## src/rtl/divider_ctrl_pkg.sv

```systemverilog
// Shared types and helpers for the clock-divider controller.
package divider_ctrl_pkg;

  typedef enum logic [1:0] {
    IDLE  = 2'd0,
    RUN   = 2'd1,
    PEND  = 2'd2,
    DRAIN = 2'd3
  } state_t;

  // Smallest ratio that still produces a real period (one high, one low cycle).
  localparam int unsigned DIV_MIN = 2;

  function automatic logic div_is_legal(input int unsigned n);
    return (n >= DIV_MIN);
  endfunction

endpackage

```

## src/rtl/div_period_cnt.sv

```systemverilog
// Period counter: owns cnt, the divided wave and the end-of-period tick.
// cur_div is the ratio that applies to the *next* cycle, so the registered
// outputs always describe the same cycle that cnt_q does.
module div_period_cnt #(
  parameter int CNT_W = 8
) (
  input  logic             clk_in,
  input  logic             reset,
  input  logic [CNT_W-1:0] cur_div,
  input  logic             run,
  input  logic             restart,
  output logic             div_out,
  output logic             tick
);

  logic [CNT_W-1:0] cnt_q, cnt_d;
  logic             div_out_q, div_out_d;
  logic             tick_q, tick_d;

  // Next count and the wave/tick values that belong to that count.
  // tick_q marks the last cycle of the current period, so it doubles as the wrap condition.
  always_comb begin
    cnt_d = '0;
    if (run && !restart && !tick_q) begin
      cnt_d = cnt_q + CNT_W'(1);
    end
    div_out_d = run && (cnt_d < (cur_div >> 1));
    tick_d    = run && (cnt_d == (cur_div - CNT_W'(1)));
  end

  // Counter and output registers; reset drops the outputs immediately.
  always_ff @(posedge clk_in or negedge reset) begin
    if (!reset) begin
      cnt_q     <= '0;
      div_out_q <= 1'b0;
      tick_q    <= 1'b0;
    end else begin
      cnt_q     <= cnt_d;
      div_out_q <= div_out_d;
      tick_q    <= tick_d;
    end
  end

  assign div_out = div_out_q;
  assign tick    = tick_q;

endmodule

```

## src/rtl/divider_ctrl.sv

```systemverilog
// Clock-divider controller: run/stop sequencing, ratio handshake and the
// pending-ratio register. Ratio changes and stops land on period boundaries.
module divider_ctrl
  import divider_ctrl_pkg::*;
#(
  parameter int CNT_W       = 8,
  parameter int DEFAULT_DIV = 16
) (
  input  logic             clk_in,
  input  logic             reset,
  input  logic             enable,
  input  logic             cfg_valid,
  input  logic [CNT_W-1:0] cfg_div,
  output logic             cfg_ready,
  output logic             cfg_err,
  output logic             div_out,
  output logic             tick,
  output logic [CNT_W-1:0] cur_div,
  output logic             busy
);

  state_t           state_q, state_d;
  logic [CNT_W-1:0] cur_div_q, cur_div_d;
  logic [CNT_W-1:0] pend_q, pend_d;
  logic             pend_vld_q, pend_vld_d;
  logic             err_q, err_d;

  logic xfer;
  logic take;
  logic run;
  logic restart;

  assign cfg_ready = !pend_vld_q;
  assign xfer      = cfg_valid && cfg_ready;
  assign take      = xfer && div_is_legal(32'(cfg_div));

  // Next-state logic. "tick" is the registered last-cycle-of-period flag,
  // i.e. the only cycle on which a boundary action may happen.
  always_comb begin
    state_d    = state_q;
    cur_div_d  = cur_div_q;
    pend_d     = pend_q;
    pend_vld_d = pend_vld_q;
    err_d      = xfer && !div_is_legal(32'(cfg_div));

    unique case (state_q)
      IDLE: begin
        if (take) cur_div_d = cfg_div;
        if (enable) state_d = RUN;
      end

      RUN: begin
        if (take) begin
          if (tick) begin
            cur_div_d = cfg_div;
          end else begin
            pend_d     = cfg_div;
            pend_vld_d = 1'b1;
            state_d    = PEND;
          end
        end
        // A stop on the tick cycle needs no drain: the period is already complete.
        if (!enable) state_d = tick ? IDLE : DRAIN;
      end

      PEND: begin
        if (tick) begin
          cur_div_d  = pend_q;
          pend_vld_d = 1'b0;
          state_d    = enable ? RUN : IDLE;
        end else if (!enable) begin
          state_d = DRAIN;
        end
      end

      DRAIN: begin
        // A ratio can still arrive while draining if none is pending.
        if (take) begin
          if (tick) begin
            cur_div_d = cfg_div;
          end else begin
            pend_d     = cfg_div;
            pend_vld_d = 1'b1;
          end
        end
        if (tick) begin
          if (pend_vld_q) begin
            cur_div_d  = pend_q;
            pend_vld_d = 1'b0;
          end
          state_d = IDLE;
        end
      end
    endcase
  end

  // Control and configuration registers; reset discards any pending ratio.
  always_ff @(posedge clk_in or negedge reset) begin
    if (!reset) begin
      state_q    <= IDLE;
      cur_div_q  <= CNT_W'(DEFAULT_DIV);
      pend_q     <= '0;
      pend_vld_q <= 1'b0;
      err_q      <= 1'b0;
    end else begin
      state_q    <= state_d;
      cur_div_q  <= cur_div_d;
      pend_q     <= pend_d;
      pend_vld_q <= pend_vld_d;
      err_q      <= err_d;
    end
  end

  // The counter is told about the next cycle: whether it runs, whether it
  // starts fresh from IDLE, and which ratio that cycle belongs to.
  assign run     = (state_d != IDLE);
  assign restart = (state_q == IDLE);

  div_period_cnt #(
    .CNT_W (CNT_W)
  ) u_cnt (
    .clk_in  (clk_in),
    .reset   (reset),
    .cur_div (cur_div_d),
    .run     (run),
    .restart (restart),
    .div_out (div_out),
    .tick    (tick)
  );

  assign cfg_err = err_q;
  assign cur_div = cur_div_q;
  assign busy    = (state_q != IDLE);

endmodule

```

## config.mk

```make
export PLATFORM = sky130hd
export DESIGN_NAME = divider_ctrl
export DESIGN_NICKNAME = d
export VERILOG_FILES = /design/src/rtl/divider_ctrl_pkg.sv /design/src/rtl/div_period_cnt.sv /design/src/rtl/divider_ctrl.sv
export SDC_FILE = /design/constraint.sdc
export NUM_CORES = 1
export LEC_CHECK = 0
export BUFFER_PORTS_ARGS = -buffer_cell sky130_fd_sc_hd__buf_2
export CAP_MARGIN = 25
export CORE_MARGIN = 3
export CORE_UTILIZATION = 31
export CTS_BUF_LIST = sky130_fd_sc_hd__clkbuf_8 sky130_fd_sc_hd__clkbuf_16
export DETAILED_ROUTE_END_ITERATION = 10
export HOLD_SLACK_MARGIN = 0.03
export PLACE_DENSITY = 0.46
export RECOVER_POWER = 50
export SLEW_MARGIN = 5
export SYNTH_ARGS = -nofsm -noshare
export SYNTH_HDL_FRONTEND = slang
export SYNTH_SLANG_ARGS = --single-unit
```

## constraint.sdc

```tcl
create_clock -name clk_in -period 3.8 [get_ports clk_in]
set_input_delay 0.19 -clock clk_in [delete_from_list [all_inputs] [get_ports clk_in]]
set_output_delay 0.19 -clock clk_in [all_outputs]
set_load 0.1 [all_outputs]
```

Yosys cells after proc, flatten, opt, wreduce, memory -nomap -nowiden
Index checks and enable logic that the tools add are counted.

Output and inout bits: 13. Bits of input ports: 12. Logic and storage cells: 60. Register bits: 30.

Reduce and logical (&&, ||, !) cells: 18. Equality and inequality tests: 5. Add/subtract/negate cells: 2. Multiplexer cells: 24. Magnitude comparators: 2. Bitwise logic cells: 1.

Operators by type and width (count): $mux W8 (7); $pmux W8 S4 (1); $mux W2 (8); $add A8 B1 Y8 const B (1); $eq A8 B8 Y1 (1); $ge A8 B2 Y1 const B (1); $lt A8 B7 Y1 (1); $pmux W2 S4 (1); $sub A8 B1 Y8 const B (1); $logic_and A1 B1 Y1 (7); $mux W1 (6); $eq A2 B2 Y1 const B (2); $logic_not A1 Y1 (4); $reduce_bool A2 Y1 (2); $pmux W1 S3 (1); $reduce_and A3 Y1 (1); $reduce_bool A3 Y1 (1); $eq A2 B1 Y1 const B (1); $logic_not A2 Y1 (1); $ne A2 B1 Y1 const B (1); $reduce_and A2 Y1 (1); $reduce_or A2 Y1 (1); $not A1 Y1 (1).

Logic depth before layout (Yosys ltp)
Gate-level depths: netlist of run 1.

Word-level depth: 12. Gate-level depth with buffers: 11. Mapped depth without buffers: 10.

Modules after synthesis
From an unflattened synthesis of run 1, not the netlist that was laid out.

Cell total of the unflattened synthesis: 212. Area, all modules: 2084.5 µm².

Modules (own cells, without submodules): divider_ctrl (cells an instance 105, area an instance 1173.6 µm², times used 1, seq. area each 501.7 µm²); div_period_cnt (cells an instance 107, area an instance 910.9 µm², times used 1, seq. area each 250.2 µm²).

Worst setup path before layout of run 1
OpenSTA, ideal clock, no wires.

Path type: register to register. From: reg u_cnt.tick_q (netlist: u_cnt.tick). To: reg u_cnt.div_out_q (netlist: u_cnt.div_out). Required time: 3735 ps. Arrival time: 3440 ps. Setup time: 65 ps. Setup slack: 295 ps. Period minus slack after synthesis: 3505 ps. Path buffers: 2. Cell stages (with the launch flop): 11. Cell sequence: dfrtp_1 -> buf_2 -> clkbuf_1 -> mux2i_1 -> o21ai_0 -> a222oi_1 -> ha_1 -> a21oi_1 -> nand2_1 -> a2111oi_0 -> o21a_1.

Cells in the longest elaborated chain, start to end: 10. Elaborated cells on any way between the ends: 20. Those cells by class: order compare: 1; mux: 14; reduce/logical: 5.

Ends and longest elaborated chain: start: declaration (RTL line div_period_cnt.sv:18) `logic tick_q, tick_d;`; start signal: assignment (RTL line div_period_cnt.sv:40) `tick_q <= tick_d;`; $mux W2 (RTL line divider_ctrl.sv:54) `if (tick) begin`; $mux W2 (RTL line divider_ctrl.sv:53) `if (take) begin`; $mux W2 (RTL line divider_ctrl.sv:63) `if (!enable) state_d = tick ? IDLE : DRAIN;`; $pmux W2 S4 (RTL line divider_ctrl.sv:46) `unique case (state_q)`; $reduce_bool A2 Y1 (RTL line divider_ctrl.sv:116) `assign run = (state_d != IDLE);`; $logic_and A1 B1 Y1 (2 in series) (RTL line div_period_cnt.sv:24) `if (run && !restart && !tick_q) begin`; $mux W8 (RTL line div_period_cnt.sv:24); $lt A8 B7 Y1 (RTL line div_period_cnt.sv:27) `div_out_d = run && (cnt_d < (cur_div >> 1));`; $logic_and A1 B1 Y1 (*) (RTL line div_period_cnt.sv:27); net u_cnt.div_out_d (RTL line div_period_cnt.sv:17) `logic div_out_q, div_out_d;`; end signal: assignment (RTL line div_period_cnt.sv:39) `div_out_q <= div_out_d;`; end: declaration (RTL line div_period_cnt.sv:17).

Mark *: on every way through the listed nets, which the timed path passes. The rest lies on a longest branch. A chain may end at the register's enable or synchronous reset.

Worst setup path after layout of run 1
From: reg pend_vld_q. To: reg u_cnt.div_out_q (netlist: u_cnt.div_out).

Cells in the longest elaborated chain, start to end: 12. Elaborated cells on any way between the ends: 17. Those cells by class: order compare: 1; mux: 9; reduce/logical: 7.

Ends and longest elaborated chain: start: declaration (RTL line divider_ctrl.sv:25) `logic pend_vld_q, pend_vld_d;`; start signal: assignment (RTL line divider_ctrl.sv:109) `pend_vld_q <= pend_vld_d;`; $logic_not A1 Y1 (RTL line divider_ctrl.sv:33) `assign cfg_ready = !pend_vld_q;`; $logic_and A1 B1 Y1 (RTL line divider_ctrl.sv:34) `assign xfer = cfg_valid && cfg_ready;`; $logic_and A1 B1 Y1 (RTL line divider_ctrl.sv:35) `assign take = xfer && div_is_legal(32'(cfg_div));`; $mux W2 (RTL line divider_ctrl.sv:53); $mux W2 (RTL line divider_ctrl.sv:63); $pmux W2 S4 (RTL line divider_ctrl.sv:46); $reduce_bool A2 Y1 (RTL line divider_ctrl.sv:116); $logic_and A1 B1 Y1 (2 in series) (RTL line div_period_cnt.sv:24); $mux W8 (RTL line div_period_cnt.sv:24); $lt A8 B7 Y1 (RTL line div_period_cnt.sv:27); $logic_and A1 B1 Y1 (*) (RTL line div_period_cnt.sv:27); net u_cnt.div_out_d (RTL line div_period_cnt.sv:17).

Marked as above.

==> impl_metrics.json, run 1 <==
{
  "hold_start": "enable",
  "die-area_sq_mm": 0.007952,
  "setup_viol_count_final": 0,
  "endpoint_kind": "flip-flop",
  "path_clk_slew_ns": 0.07,
  "yosys_warnings": 0,
  "worst_slack_ns": 0.6163,
  "clockBufferDepth": 2,
  "core_sq_mm": 0.006531,
  "synthToLayoutAreaGrowth_pct": 12.95,
  "criticalPathCategory": "reg2reg",
  "async_reset_ff_frac": 1.000,
  "worst_path_max_delay_cell": "a222oi_1",
  "timing.slew.headroom": -0.1220,
  "layout_min_cycle_time_ns": 3.184,
  "nets": 271,
  "slowest_delay_ns": 0.66,
  "chipHeight_um": 89.18,
  "cts.sink_count": 30,
  "root_buffer": "clkbuf_8",
  "drc_errors": 0,
  "maxCapViolations": 1,
  "skew_ns": 0.005607,
  "synth.distinct_cells": 57,
  "worst_pin_slew_ns": 1.683,
  "portBuffers": 24,
  "timing.rr.start": "pend_vld_q$_DFFE_PN0P_",
  "postCtsSetupBuffers": 0,
  "hold_viol": 0,
  "synth_area_sq_mm": 0.002145,
  "htreeDepth": 2,
  "netlist_instances": 225,
  "overflow": 0,
  "num_vias": 1818,
  "violations": "max-capacitance violations, max-slew violations",
  "syn_nets": 245,
  "first_pass_iters": 4,
  "startpoint_type": "flip-flop",
  "die_width_um": 89.18,
  "start_util": 0.3284,
  "design_area_sq_mm": 0.002422,
  "critPathArrivalTime_ns": 3.41,
  "cts_hold_buffers": 1,
  "tritoncts": "yes",
  "vdd.ir_drop.worst_uv": 399.6,
  "diodes": 0,
  "crit_chain": "and3b_1 -> o21ai_2 -> a22o_1 -> a222oi_1 -> ha_1 -> a21oi_1 -> nand2_1 -> a2111oi_0 -> o21a_1",
  "leakagePower_nw": 1.021,
  "crit_required_ns": 4.02,
  "dp_hpwl_mm": 4.574,
  "tns_ns": 0,
  "period_share": 0.8378,
  "clock_latency_ns": 0.28,
  "wl_per_cell_um": 17.79,
  "antenna_found_initial": 0,
  "grt_max_degree": 31,
  "cp-startpoint": "pend_vld_q$_DFFE_PN0P_",
  "post_cts_resized": 0,
  "drt_iter0_markers": 70,
  "hp-class": "in2reg",
  "ys_ff_latch": 30,
  "postRouteAntennaNets": 0,
  "wirelength_mm": 5.852,
  "synthFlopType": "dfrtp_1",
  "grt_pass1_vias": 1870,
  "seq_area_frac_synth": 0.3506,
  "status": "finished with violations",
  "gp_congestion": 0.8325,
  "syn_area_per_cell_sq_um": 9.531,
  "place_ws_ns": 0.6882,
  "routed_via_density": 5.526,
  "grt_pass1_wl_mm": 9.915,
  "power.density_mw_per_mm2": 1042,
  "numCtsBuffers": 5,
  "rsz0062_at_grt": "no",
  "fmax_mhz": 314.1,
  "row_count": 29,
  "worstPathMaxFanout": 10,
  "drive_gt1_frac": 0.2341,
  "drv_slew": 31,
  "grt.total_usage": 0.1642,
  "io_pins": 25,
  "placed_area_sq_mm": 0.002328,
  "synth_edf_count": 0
}
[cell families (layout without fill, tap and decap cells)]
kind of cell	Yosys count	count (layout)	share of synthesized area
XOR/XNOR	15	15	0.06126
AND/OR/NAND/NOR	67	67	0.1715
buffers and inverters	23	50	0.04842
flip-flops	30	30	0.3506
adder cells (fa/ha/maj)	8	8	0.04668
AO/OA/AOI/OAI	67	67	0.2468
multiplexers	15	15	0.07468
[cell type report]
cell class	instances	area, sq um
fill	675	4109
timing repair buffer	27	137.6
clock buffer	6	82.58
multi-input combinational	172	1289
inverter	15	56.30
tap	77	96.34
sequential	30	752.0
clock inverter	2	8.758
[where the power goes]
group          total (mW)  internal, mW  switching, mW
Combinational        1.64         0.593           1.04
Sequential          0.627         0.466          0.161
Clock               0.261         0.143          0.118
Total                2.52          1.20           1.32
[metrics by stage]
stage | hold slack, ns | util | power, mW | cells
6_report | 0.1681 | 0.3709 | 2.524 | 329
5_1_grt | 0.1625 | 0.3709 | 2.744 | 329
4_1_cts | 0.1491 | 0.3720 | 2.551 | 329
3_5_place_dp | 0.2858 | 0.3565 | 2.274 | 320
3_3_place_gp | 0.2861 | 0.3565 | 2.281 | 320
2_1_floorplan | -0.1056 | - | 1.939 | 225
[synth_stat cells (4+ instances only)]
library cell	number	area share
nand3_1	11	0.026
a21oi_1	18	0.042
nand2b_1	4	0.012
xnor2_1	12	0.049
clkbuf_1	4	0.0070
a2bb2oi_1	4	0.016
nor2_1	17	0.030
ha_1	8	0.047
a22o_1	4	0.016
mux2i_1	7	0.033
nand4_1	4	0.012
inv_1	13	0.023
o21ai_0	7	0.016
nand2_1	14	0.025
mux2_2	8	0.042
a211oi_1	4	0.014
dfrtp_1	29	0.34
[worst max-delay path, delay by kind of cell (launching register included)]
kind	cells	cell delay, ns
AOI/OAI and AO/OA	6	1.76
and+or+nand+nor	2	0.52
DFF	1	0.47
adders and majority gates	1	0.38
[state kept, by name, indices dropped and copies added (netlist names)]
| signal | count |
|---|---|
| pend_q | 8 |
| state_q | 2 |
| u_cnt.div_out | 1 |
| pend_vld_q | 1 |
| u_cnt.cnt_q | 8 |
| cur_div | 8 |
| cfg_err | 1 |
| u_cnt.tick | 1 |
[layer usage]
layer	wire length, um	GRT usage
met1	2920	0.2376
met5	0	0
met4	74	0.04871
met3	339	0.03041
met2	2518	0.2485
[placed cells by master (no fill, tap or decap), types with 2 or more instances in the layout]
cell type	count
mux2_2	8
buf_2	18
a2bb2oi_1	4
buf_4	2
nand4_1	4
and3_1	2
o32ai_1	3
o2bb2ai_1	2
o22ai_1	2
nor3_1	2
clkbuf_1	6
nand2b_1	4
dfrtp_1	29
a21oi_1	18
ha_1	8
nor2_1	17
o21ai_0	7
mux2i_1	7
clkbuf_8	6
a22o_1	4
a211oi_1	4
o21a_1	2
xor2_1	3
nand3_1	11
o21ai_4	2
inv_1	14
a31oi_1	3
xnor2_1	12
a22oi_1	3
nand2_1	14
inv_2	2
[worst paths after layout]
| check | endpoint | slack, ns | cells after the start |
|---|---|---|---|
| min | state_q[0]$_DFF_PN0_ | 0.17 | 2 |
| max reg2reg | u_cnt.div_out$_DFF_PN0_ | 0.62 | 9 |
| min in group asynchronous | u_cnt.cnt_q[3]$_DFF_PN0_ | 0.89 | 2 |
| max | u_cnt.div_out$_DFF_PN0_ | 0.62 | 9 |
| min reg2reg | pend_q[0]$_DFFE_PN0P_ | 0.52 | 1 |
| max in group asynchronous | cur_div[6]$_DFF_PN0_ | 1.94 | 2 |
(Power assumes the default switching activity.)
==> run 2, diff against run 1 <==
Settings changed: PLACE_DENSITY 0.46 to 0.47.
Clock period 3.8 ns to 2.7 ns, I/O delays scaled along.
==> impl_metrics.json, run 2 (synthesis gave the netlist of run 1 again) <==
{
  "status": "finished with violations",
  "violations": "max-capacitance violations, max-slew violations",
  "row_count": 29,
  "diodes": 0,
  "drive_gt1_frac": 0.3441,
  "io_pins": 25,
  "criticalPathCategory": "reg2reg",
  "grt_pass1_wl_mm": 10.27,
  "finalNonFillerCells": 356,
  "endpoint_kind": "flip-flop",
  "start_util": 0.3284,
  "die-area_sq_mm": 0.007952,
  "layout_min_cycle_time_ns": 2.570,
  "met1_usage": 0.2402,
  "portBuffers": 24,
  "power.total_mw": 4.022,
  "worst-path-buf-inv": 0,
  "hp-class": "in2reg",
  "htreeDepth": 2,
  "numCtsBuffers": 5,
  "path_clk_slew_ns": 0.07,
  "maxCapViolations": 1,
  "slowest_delay_ns": 0.43,
  "gp_congestion": 0.8048,
  "worstPathMaxFanout": 6,
  "use_met2": 0.2719,
  "worst_path_max_delay_cell": "dfrtp_2",
  "final_util": 0.4138,
  "crit_required_ns": 2.87,
  "routed_via_density": 5.545,
  "wirelength_mm": 6.189,
  "fmax_mhz": 389.1,
  "nets": 298,
  "antenna_found_initial": 0,
  "startpoint_type": "flip-flop",
  "clockBufferDepth": 2,
  "dp.cells": 344,
  "grt.total_usage": 0.1700,
  "synthToLayoutAreaGrowth_pct": 26.02,
  "root_buffer": "clkbuf_8",
  "first_pass_iters": 4,
  "skew_ns": 0.004656,
  "busiest_layer": "met2",
  "power.density_mw_per_mm2": 1488,
  "worst_pin_slew_ns": 1.688,
  "grt_max_degree": 31,
  "tritoncts": "yes",
  "core_sq_mm": 0.006531,
  "cts.sink_count": 30,
  "crit_top_cell": "xnor2_1",
  "postRouteAntennaNets": 0,
  "hold_viol": 0,
  "period_share": 0.9520,
  "dp_hpwl_mm": 4.792,
  "layout_commonest_cell": "buf_4",
  "wl_per_cell_um": 17.38,
  "critPathArrivalTime_ns": 2.74,
  "clock_latency_ns": 0.28,
  "overflow": 0,
  "crit_chain": "nand2b_1 -> a21oi_2 -> mux2_2 -> a31o_4 -> ha_1 -> xnor2_1 -> xnor2_1 -> nand4_1 -> a2111oi_4",
  "chipHeight_um": 89.18,
  "drv_slew": 31,
  "setup_viol_count_final": 0,
  "cp_top_family": "compound AO/OA/AOI/OAI gates",
  "mostFrequentLayoutCells": "29 x buf_4, 26 x dfrtp_1, 18 x a21oi_1, 18 x buf_2, 17 x nor2_1",
  "die_width_um": 89.18,
  "timing.slew.headroom": -0.1256,
  "grt_pass1_vias": 2020,
  "drt_iter0_markers": 97,
  "leakagePower_nw": 1.171,
  "vdd.ir_drop.worst_uv": 623.6,
  "drc_errors": 0,
  "grt_use_met3": 0.02857,
  "num_vias": 1974
}
## run 2: power breakdown
group          internal (mW)  switching [mW]  leakage [nW]  total (mW)
Clock                  0.272           0.188        0.0579       0.460
Combinational           1.09            1.62         0.755        2.71
Sequential             0.662           0.193         0.358       0.855
Total                   2.02            2.00          1.17        4.02
## run 2: cell type report
class,count,area (sq um)
fillers,659,3829
multi-input cells,172,1340
flip-flops and latches,30,758.2
repair buffers,54,340.3
well taps,77,96.34
clock buffers,5,68.82
inverters,15,58.81
clock inverters,3,40.04
## run 2: worst paths after layout
check	start	to	slack (ns)	cells past startpoint
setup / recovery	pend_vld_q$_DFFE_PN0P_	u_cnt.tick$_DFF_PN0_	0.13	9
hold / removal	enable	state_q[0]$_DFF_PN0_	0.09	2
setup reg to reg	pend_vld_q$_DFFE_PN0P_	u_cnt.tick$_DFF_PN0_	0.13	9
hold reg to reg	pend_q[0]$_DFFE_PN0P_	pend_q[0]$_DFFE_PN0P_	0.54	1
max in group asynchronous	reset	u_cnt.tick$_DFF_PN0_	0.68	2
min in group asynchronous	reset	cur_div[2]$_DFF_PN0_	0.83	2
## run 2: layer usage
metal | up-vias | share of wire
met5 | - | 0
li1 | 934 | -
met4 | 0 | 0.0050
met1 | 981 | 0.49
met2 | 57 | 0.46
met3 | 2 | 0.046
## run 2: repair_timing
action	4_1_cts	5_1_grt
endpoints found under the setup margin	0	2
hold buffers	1	0
setup buffers	0	3
endpoints found under the hold margin	29	0
resized for setup	0	10
## run 2: metrics by stage
step | setup TNS (ns) | setup slack [ns] | hold WS [ns] | instance area (sq um)
2_1_floorplan | -0.1177 | -0.1177 | -0.1606 | 2170
3_3_place_gp | 0 | 0.03562 | 0.2346 | 2526
3_5_place_dp | 0 | 0.03845 | 0.2445 | 2526
4_1_cts | 0 | 0.02617 | 0.08783 | 2645
5_1_grt | -0.06903 | -0.04005 | 0.09348 | 2703
6_report | 0 | 0.1297 | 0.09069 | 2703
==> run 3, diff against run 2 <==
Settings changed: CORE_UTILIZATION 31 to 45, PLACE_DENSITY 0.47 to 0.65.
==> impl_metrics.json, run 3 (synthesis gave the netlist of run 1 again) <==
{
  "leakagePower_nw": 1.161,
  "overflow": 0,
  "chipHeight_um": 75.04,
  "wirelength_mm": 5.906,
  "hold_viol": 0,
  "regArea_sq_um": 755.7,
  "vdd.ir_drop.worst_uv": 1024,
  "startpoint_type": "flip-flop",
  "numCtsBuffers": 5,
  "die_width_um": 75.04,
  "status": "finished with violations",
  "endpoint_kind": "flip-flop",
  "swShare": 0.4996,
  "htreeDepth": 2,
  "root_buffer": "clkbuf_8",
  "postRouteAntennaNets": 0,
  "synthToLayoutAreaGrowth_pct": 22.87,
  "layout_min_cycle_time_ns": 2.583,
  "dp_hpwl_mm": 4.306,
  "num_vias": 1903,
  "gp_congestion": 0.9358,
  "wl_per_cell_um": 18.01,
  "drive_gt1_frac": 0.3333,
  "worstPathMaxFanout": 5,
  "fmax_mhz": 387.1,
  "p_seq_frac": 0.218,
  "cts.sink_count": 30,
  "antenna_found_initial": 0,
  "power_frac_comb": 0.670,
  "nets": 295,
  "timing.slew.headroom": -0.1036,
  "multi_input_area_sq_mm": 0.001333,
  "start_util": 0.4793,
  "period_share": 0.9568,
  "drv_slew": 31,
  "cp_top_family": "compound AO/OA/AOI/OAI gates",
  "die-area_sq_mm": 0.005630,
  "critPathArrivalTime_ns": 2.76,
  "tritoncts": "yes",
  "drc_errors": 0,
  "worst_path_max_delay_cell": "dfrtp_1",
  "hp-class": "in2reg",
  "diodes": 0,
  "fill_cells": 414,
  "grt_pass1_vias": 1864,
  "path_clk_slew_ns": 0.07,
  "worst_pin_slew_ns": 1.655,
  "drt_iter0_markers": 141,
  "skew_ns": 0.007967,
  "grt_pass1_wl_mm": 9.466,
  "power.internal_mw": 1.963,
  "maxCapViolations": 1,
  "violations": "max-capacitance violations, max-slew violations",
  "portBuffers": 24,
  "clockBufferDepth": 2,
  "core_sq_mm": 0.004474,
  "setup_viol_count_final": 0,
  "grt_max_degree": 31,
  "slowest_delay_ns": 0.42,
  "power.total_mw": 3.923,
  "power.density_mw_per_mm2": 1489,
  "layout_commonest_cell": "dfrtp_1",
  "clock_latency_ns": 0.29,
  "row_count": 24,
  "crit_chain": "clkbuf_1 -> nand2b_1 -> a21oi_2 -> mux2_2 -> a31o_4 -> and3_4 -> xnor2_1 -> a211o_1 -> a2111oi_2",
  "routed_via_density": 5.802,
  "reg2reg_slack_ns": 0.12,
  "worst-path-buf-inv": 1,
  "p_switching_mw": 1.960,
  "clkPwrFrac": 0.112,
  "tns_ns": 0,
  "first_pass_iters": 4,
  "mostFrequentLayoutCells": "28 x dfrtp_1, 25 x buf_4, 19 x buf_2, 18 x nor2_1, 17 x a21oi_1",
  "crit_required_ns": 2.87,
  "io_pins": 25,
  "grt.total_usage": 0.2283,
  "criticalPathCategory": "reg2reg"
}
[run 3: timing repair]
item,CTS,global route
hold buffers,1,0
buffers inserted,0,3
endpoints found under the setup margin,0,2
endpoints found under the hold margin,29,0
resized for setup,0,7
[run 3: power groups by stage]
stage / combinational, mW / clock, mW / sequential (mW)
after floorplan: 1.53 / 0 / 1.25
after global placement: 2.49 / 0 / 0.853
after detailed placement: 2.50 / 0 / 0.859
after CTS: 2.53 / 0.448 / 0.853
after global routing: 2.85 / 0.467 / 0.881
final: 2.63 / 0.440 / 0.856
[run 3: per-stage QoR]
stage / instances / utilization / worst slack, ns / hold slack, ns / cell area [sq um]
after floorplan: 225 / - / -0.1177 / -0.1606 / 2170
after global placement: 316 / 0.5526 / 0.1519 / 0.2208 / 2472
after detailed placement: 316 / 0.5526 / 0.1174 / 0.2240 / 2472
after CTS: 325 / 0.5794 / 0.1146 / 0.09597 / 2592
after global routing: 328 / 0.5889 / -0.003523 / 0.09999 / 2635
final: 328 / 0.5889 / 0.1166 / 0.1063 / 2635
[run 3: cell type report]
cell class | count | area share
clock buffer | 8 | 0.04179
inverter | 15 | 0.02137
multi-input combinational | 172 | 0.5057
sequential | 30 | 0.2868
tap | 52 | 0.02469
timing repair buffer | 51 | 0.1197
[run 3: metal layers]
layer / track usage / up-vias / part of all wire
li1: - / 931 / -
met1: 0.3261 / 911 / 0.46
met2: 0.3424 / 54 / 0.46
met3: 0.05607 / 7 / 0.066
met4: 0.06719 / 0 / 0.011
met5: 0 / - / 0
[run 3: final timing paths]
| check | startpoint | to | cells after the start |
|---|---|---|---|
| max | pend_vld_q$_DFFE_PN0P_ | u_cnt.tick$_DFF_PN0_ | 9 |
| max in group asynchronous | reset | u_cnt.tick$_DFF_PN0_ | 2 |
| min in group asynchronous | reset | u_cnt.cnt_q[5]$_DFF_PN0_ | 2 |
| min | enable | state_q[0]$_DFF_PN0_ | 2 |
| min reg2reg | pend_q[0]$_DFFE_PN0P_ | pend_q[0]$_DFFE_PN0P_ | 1 |
| max reg2reg | pend_vld_q$_DFFE_PN0P_ | u_cnt.tick$_DFF_PN0_ | 9 |
